### config.mk
export PLATFORM = sky130hd
export DESIGN_NAME = padring_cfg_ctrl
export DESIGN_NICKNAME = d
export VERILOG_FILES = /design/src/rtl/padring_cfg_ctrl.sv
export SDC_FILE = /design/constraint.sdc
export NUM_CORES = 2
export LEC_CHECK = 0
export BUFFER_PORTS_ARGS = -buffer_cell sky130_fd_sc_hd__buf_2
export CAP_MARGIN = 20
export CORE_ASPECT_RATIO = 0.5
export CORE_MARGIN = 4
export CORE_UTILIZATION = 58
export DETAILED_ROUTE_END_ITERATION = 8
export PLACE_DENSITY = 0.82
export SYNTH_ARGS = -nofsm -noshare
export SYNTH_HDL_FRONTEND = slang
export SYNTH_SLANG_ARGS = --single-unit
### constraint.sdc
create_clock -name clk -period 3 [get_ports clk]
set_clock_uncertainty 0.2 [all_clocks]
set_input_delay 0.45 -clock clk [delete_from_list [all_inputs] [get_ports clk]]
set_output_delay 0.45 -clock clk [all_outputs]
set_load 0.005 [all_outputs]
### src/rtl/padring_cfg_ctrl.sv
// Pad-ring configuration sequencer: double-buffered per-pin config and
// staged side release (we, no, so, ea) with a settle gap between sides.
module padring_cfg_ctrl #(
    parameter int NPINS  = 9,
    parameter int CFGW   = 16,
    parameter int SETTLE = 16
) (
    input  logic                  clk,
    input  logic                  nreset,
    input  logic                  reg_valid,
    input  logic                  reg_write,
    input  logic [7:0]            reg_addr,
    input  logic [31:0]           reg_wdata,
    output logic                  reg_rvalid,
    output logic [31:0]           reg_rdata,
    output logic [NPINS-1:0]      we_ie,
    output logic [NPINS-1:0]      no_ie,
    output logic [NPINS-1:0]      so_ie,
    output logic [NPINS-1:0]      ea_ie,
    output logic [NPINS-1:0]      we_oen,
    output logic [NPINS-1:0]      no_oen,
    output logic [NPINS-1:0]      so_oen,
    output logic [NPINS-1:0]      ea_oen,
    output logic [NPINS*CFGW-1:0] we_tech_cfg,
    output logic [NPINS*CFGW-1:0] no_tech_cfg,
    output logic [NPINS*CFGW-1:0] so_tech_cfg,
    output logic [NPINS*CFGW-1:0] ea_tech_cfg
);

    typedef enum logic [2:0] {
        QUIET  = 3'd0,
        REL_WE = 3'd1,
        REL_NO = 3'd2,
        REL_SO = 3'd3,
        REL_EA = 3'd4,
        RUN    = 3'd5
    } state_t;

    localparam int CW = (SETTLE > 1) ? $clog2(SETTLE) : 1;

    typedef logic [NPINS-1:0][CFGW-1:0] cfg_vec_t;

    logic [3:0][NPINS-1:0] sh_ie, sh_oe, act_ie, act_oe;
    cfg_vec_t [3:0]        sh_cfg, act_cfg;

    state_t          state_q, state_d;
    logic [CW-1:0]   cnt_q, cnt_d;
    logic [3:0]      rel_mask;

    logic [1:0]      side;
    logic [3:0]      pin;
    logic            pin_ok, pin_wr, ctrl_wr;
    logic            commit, rel_req, qui_req;
    logic [31:0]     rd;

    assign side    = reg_addr[6:5];
    assign pin     = reg_addr[3:0];
    assign pin_ok  = !reg_addr[7] && !reg_addr[4] && (int'(pin) < NPINS);
    assign pin_wr  = reg_valid && reg_write && pin_ok;
    assign ctrl_wr = reg_valid && reg_write && (reg_addr == 8'h80);
    assign commit  = ctrl_wr && reg_wdata[0];
    assign rel_req = ctrl_wr && reg_wdata[1];
    assign qui_req = ctrl_wr && reg_wdata[2];

    always_ff @(posedge clk or negedge nreset) begin
        if (!nreset) begin
            sh_ie  <= '0;
            sh_oe  <= '0;
            sh_cfg <= '0;
        end else if (pin_wr) begin
            sh_cfg[side][pin] <= reg_wdata[CFGW-1:0];
            sh_ie[side][pin]  <= reg_wdata[16];
            sh_oe[side][pin]  <= reg_wdata[17];
        end
    end

    // All 36 pins move to the active copy together.
    always_ff @(posedge clk or negedge nreset) begin
        if (!nreset) begin
            act_ie  <= '0;
            act_oe  <= '0;
            act_cfg <= '0;
        end else if (commit) begin
            act_ie  <= sh_ie;
            act_oe  <= sh_oe;
            act_cfg <= sh_cfg;
        end
    end

    always_ff @(posedge clk or negedge nreset) begin
        if (!nreset) begin
            state_q <= QUIET;
            cnt_q   <= '0;
        end else begin
            state_q <= state_d;
            cnt_q   <= cnt_d;
        end
    end

    always_comb begin
        state_d = state_q;
        cnt_d   = cnt_q;
        if (qui_req) begin
            state_d = QUIET;
            cnt_d   = '0;
        end else begin
            unique case (state_q)
                QUIET: begin
                    if (rel_req) begin
                        state_d = REL_WE;
                        cnt_d   = '0;
                    end
                end
                REL_WE, REL_NO, REL_SO, REL_EA: begin
                    if (cnt_q == CW'(SETTLE - 1)) begin
                        cnt_d   = '0;
                        state_d = state_t'(state_q + 3'd1);
                    end else begin
                        cnt_d = cnt_q + CW'(1);
                    end
                end
                RUN: ;
                default: begin
                    state_d = QUIET;
                    cnt_d   = '0;
                end
            endcase
        end
    end

    always_comb begin
        rel_mask = 4'b0000;
        unique case (state_q)
            REL_WE:      rel_mask = 4'b0001;
            REL_NO:      rel_mask = 4'b0011;
            REL_SO:      rel_mask = 4'b0111;
            REL_EA, RUN: rel_mask = 4'b1111;
            default:     rel_mask = 4'b0000;
        endcase
    end

    logic [3:0][NPINS-1:0] ie_o, oen_o;
    cfg_vec_t [3:0]        cfg_o;

    // Unreleased sides are tristated with inputs gated off.
    always_comb begin
        ie_o  = '0;
        oen_o = '1;
        cfg_o = '0;
        for (int s = 0; s < 4; s++) begin
            if (rel_mask[s]) begin
                ie_o[s]  = act_ie[s];
                oen_o[s] = ~act_oe[s];
                cfg_o[s] = act_cfg[s];
            end
        end
    end

    assign we_ie       = ie_o[0];
    assign no_ie       = ie_o[1];
    assign so_ie       = ie_o[2];
    assign ea_ie       = ie_o[3];
    assign we_oen      = oen_o[0];
    assign no_oen      = oen_o[1];
    assign so_oen      = oen_o[2];
    assign ea_oen      = oen_o[3];
    assign we_tech_cfg = cfg_o[0];
    assign no_tech_cfg = cfg_o[1];
    assign so_tech_cfg = cfg_o[2];
    assign ea_tech_cfg = cfg_o[3];

    always_comb begin
        rd = '0;
        if (pin_ok) begin
            rd[CFGW-1:0] = sh_cfg[side][pin];
            rd[16]       = sh_ie[side][pin];
            rd[17]       = sh_oe[side][pin];
        end else if (reg_addr == 8'h81) begin
            rd[3:0] = rel_mask;
            rd[6:4] = state_q;
        end
    end

    always_ff @(posedge clk or negedge nreset) begin
        if (!nreset) begin
            reg_rvalid <= 1'b0;
            reg_rdata  <= '0;
        end else begin
            reg_rvalid <= reg_valid && !reg_write;
            reg_rdata  <= (reg_valid && !reg_write) ? rd : 32'h0;
        end
    end

endmodule
## Yosys cells after proc, flatten, opt, wreduce, memory -nomap -nowiden

Index checks and enable logic that the tools add are counted.

| word-level totals | value |
|---|---|
| register bits | 1322 |
| input bits | 44 |
| output and inout bits | 681 |
| word-level logic and storage cells | 181 |

| operators by class | value |
|---|---|
| $add $sub $neg | 2 |
| order comparisons | 5 |
| equal/unequal tests | 11 |
| mux-type cells | 48 |
| bitwise logic cells | 4 |
| reductions and logical operators | 19 |

Operator list:

| operator | count |
|---|---|
| $mux W144 | 6 |
| $bwmux W576 | 1 |
| $bmux W144 S2 | 1 |
| $demux W144 S2 | 1 |
| $mux W9 | 11 |
| $bwmux W36 | 2 |
| $bmux W16 S4 | 1 |
| $demux W16 S4 | 1 |
| $bmux W9 S2 | 2 |
| $not A9 Y9 | 4 |
| $mux W16 | 2 |
| $demux W9 S2 | 1 |
| $mux W18 | 1 |
| $eq A8 B8 Y1 const B | 2 |
| $pmux W4 S4 | 1 |
| $mux W7 | 2 |
| $mux W4 | 3 |
| $pmux W4 S3 | 1 |
| $logic_and A1 B1 Y1 | 11 |
| $mux W11 | 1 |
| $mux W3 | 3 |
| $pmux W3 S3 | 1 |
| $bmux W1 S4 | 2 |
| $eq A3 B2 Y1 const B | 2 |
| 20 further kinds | 26 |

## Logic depth before layout (Yosys ltp)

| logic depth | value |
|---|---|
| depth after elaboration | 7 |
| gate-level depth with buffers | 9 |
| depth with buffers taken out | 7 |

## Least setup slack after synthesis

Ideal clock, no wire load.

| path | value |
|---|---|
| path type | flip-flop to output port |
| start | register state_q[2] |
| end | output port no_ie[7] |
| arrival time | 2.066 ns |
| required time | 2.350 ns |
| path slack | 0.284 ns |
| cell stages (with the launch flop) | 10 |
| path buffers | 4 |
| cell sequence | dfrtp_1 > clkbuf_1 > inv_1 > ha_1 > or2_2 > a21o_1 > clkbuf_1 > clkbuf_1 > clkbuf_1 > and2_1 |

| between the ends | value |
|---|---|
| word-level cells in the longest chain between the ends | 4 |
| elaborated cells between the ends (all ways) | 8 |
| those cells by class | 5 x eq/ne; 2 x mux; 1 x reduce/logical |

Ends and longest elaborated chain:

| element | RTL line | source |
|---|---|---|
| start, declared | 46 | `state_t state_q, state_d;` |
| start signal, assigned | 95 | `state_q <= state_d;` |
| $eq A3 B3 Y1 | 133 | `unique case (state_q)` |
| $reduce_or A2 Y1 | 133 |  |
| $pmux W4 S4 (*) | 133 |  |
| $mux W9 (*) | 151 | `if (rel_mask[s]) begin` |
| end, declared | 17 | `output logic [NPINS-1:0] no_ie,` |

Every way passes the cells marked *; elsewhere a longest branch is shown, timed or not.

## Final worst setup path

| path | value |
|---|---|
| start | register state_q[1] |
| end | output port no_tech_cfg[85] |

| between the ends | value |
|---|---|
| word-level cells in the longest chain between the ends | 4 |
| elaborated cells between the ends (all ways) | 8 |
| those cells by class | 5 x eq/ne; 2 x mux; 1 x reduce/logical |

Ends and longest elaborated chain:

| element | RTL line | source |
|---|---|---|
| $eq A3 B3 Y1 | 133 |  |
| $reduce_or A2 Y1 | 133 |  |
| $pmux W4 S4 (*) | 133 |  |
| $mux W144 (*) | 151 |  |
| end, declared | 25 | `output logic [NPINS*CFGW-1:0] no_tech_cfg,` |

Marks and branches as above.

==> reports/summary.txt <==
Total GRT Usage - 33.6%
Crit path max-delay family - simple AND/OR/NAND/NOR gates
Remaining DRCs - 0
CTS max path bufs - 3
Worst EP arrival - 2720 ps
final hold vios - 0
Syn-to-layout area delta - 18.1%
cells on worst reg2reg path - 7
instance area at placement - 0.0651 sq mm
via count - 38600
status - complete, but fails checks
RSZ-0062 raised after global routing - yes
Core Util, Final - 69.3%
worst hold path type - primary input to asynchronous set/reset pin
Die W - 459 um
Lkg Pwr - 37.0 nW
Max H-tree Level - 3
Cell Rows - 82
first-pass GRT wire length - 264000 um
worst slew pin tran - 1090 ps
Synth area leader - dfrtp_1
crit-path most repeated cell - ha_4
post-synthesis cell type count - 63
die height - 234 um
Seq/Total Area, Yosys - 56.1%
synth warn - 0
Syn Std Cell Area - 0.0590 sq mm
Final ANT Viol Nets - 0
clock transition at the registers of the reported paths - 70 ps
placed wire-length estimate - 124000 um
Worst path depth - 7
CTS tree - yes
Overflow after GRT - 0
DRT iter0 DRCs - 3392
core area - 0.101 sq mm
crit-path max cell delay - 470 ps
Worst slew margin - 27.4%
critical path launch point type - flip-flop
total CTS buffers - 111
number of flops mapped to enable cells by yosys - 0
total die area - 0.107 sq mm
Final Setup Violations - 648
most used flip-flop cell after synthesis - dfrtp_1
critical path's slowest cell - dfrtp_2
proportion of layout cells with a drive suffix above 1 - 41.7%
worst-path cell chain - ha_4 -> ha_4 -> or2_4 -> a21o_4 -> buf_8 -> and2_1 -> buf_2
placer congestion estimate - 0.880
CP max FO - 26
vias in the first global route - 40000
first-pass detailed-route iteration total - 5
Clk Latency, worst-skew pair - 750 ps
Worst IR Drop VDD - 460 uV
total negative setup slack - -159140 ps
failing checks - negative setup slack
CP endpoint kind - output pin
Starting Density - 58.7%
fraction of registers with async set/reset - 100%
share of the synthesized area in the top cell type - 56.1%
fin. max-slew vios - 0
Worst Path Buf+Inv - 2
largest net degree at the start of global routing - 164
Seq cells post-synth - 1322
top-count cell post-synth - dfrtp_1
nets - 4817
initial antenna violation count - 9
minimum clock period - 3370 ps
Max-Cap Viols - 0
pre-CTS setup slack - -118 ps
clock root cell - clkbuf_16
post-synthesis cell count - 4052
I/O Buffers - 696
CTS sink cnt - 1322
power density over the cells - 516 mW/mm^2
vias per std cell - 6.21
num ports - 725
Final Cell Area - 0.0697 sq mm
Mean Syn Cell Area - 14.6 sq um
top cells by area, synth - dfrtp_1, mux2_2, mux2_1
WS Path Type - flip-flop to output pin
Tcrit/Tclk final - 112%
fmax - 296 MHz
Worst Slack Setup Final - -374 ps
DR WL/cell - 29.6 um
synth cell count leaders - dfrtp_1, mux2_2, mux2_1, and2_1, mux4_2
drt total wl - 184000 um
CP required - 2350 ps
==> sequential cells by signal (all words and copies together), names as in the netlist, 3 cells and up <==
register / cells
act_cfg: 576
sh_cfg: 576
act_ie: 36
act_oe: 36
sh_ie: 36
sh_oe: 36
reg_rdata: 18
cnt_q: 4
state_q: 3
==> layout by cell type (no fill, tap or decap), types with 69 or more instances in the layout <==
master	Yosys	layout
mux2_1	624	624
mux2_2	662	662
nand2_1	72	72
dfrtp_1	1322	1319
buf_2	108	678
and2_1	616	574
buf_4	37	124
mux4_2	162	162
buf_12	0	69
clkbuf_16	0	116
==> worst paths after layout <==
| check | from | to | slack [ps] |
|---|---|---|---|
| min reg2reg | act_cfg[393] | act_cfg[393] | 280 |
| max reg2reg | state_q[1] | state_q[1] | 700 |
| max in group asynchronous | nreset | sh_ie[2] | 1290 |
| min | nreset | sh_cfg[380] | 80 |
| min in group clk | reg_addr[4] | reg_rdata[5] | 120 |
| max | state_q[1] | no_tech_cfg[85] | -370 |
==> logic make-up (layout without fill, tap and decap cells) <==
kind of cell    after synthesis  after routing  synth area share, %
fa+ha+maj                     6              6                0.127
simple gates                805            805                 8.48
flops                      1322           1322                 56.1
mux                        1472           1472                 31.2
compound gates              118            118                 1.43
buf+inv                     328           1118                 2.68
other cells                   1             28              0.00636
==> routing by layer <==
metal / vias up / track usage, % / part of all wire [%]
li1: 15700 / - / -
met1: 20600 / 43.5 / 39
met2: 1756 / 53.6 / 48
met3: 482 / 7.42 / 8.0
met4: 0 / 17.8 / 5.9
met5: - / 0 / 0
==> what timing repair did <==
action / CTS / global route
gates cloned: 6 / 5
endpoints found under the hold margin: 212 / 0
hold buffers: 4 / 0
setup endpoints to repair: 648 / 648
pin swaps: 2 / 12
buffers inserted: 5 / 4
resized for setup: 37 / 53
==> per-stage QoR <==
stage          hold WS, ps  instances  total power, mW
2_1_floorplan        -45.6       4065             19.4
3_3_place_gp           266       5975             20.4
3_5_place_dp           273       5975             20.5
4_1_cts               81.5       6191             35.8
5_1_grt                102       6205             36.9
6_report              79.4       6213             36.0
==> power by group <==
group          leakage, nW  internal, mW  switching [mW]  total (mW)
Combinational         16.7         0.823            1.56        2.38
Sequential            18.4          18.0           0.163        18.2
Clock                 1.88          8.63            6.81        15.4
Total                 37.0          27.4            8.53        36.0
==> layout make-up <==
| class | instances | area [sq um] |
|---|---|---|
| Inverter | 6 | 22.5 |
| Clock inverter | 40 | 601 |
| Multi-Input combinational cell | 2415 | 24600 |
| Antenna cell | 14 | 35.0 |
| Timing Repair Buffer | 911 | 6390 |
| Clock buffer | 161 | 3240 |
| Fill cell | 6652 | 30900 |
| Sequential cell | 1322 | 33100 |
| Tap cell | 1344 | 1680 |
(Power assumes the default switching activity.)
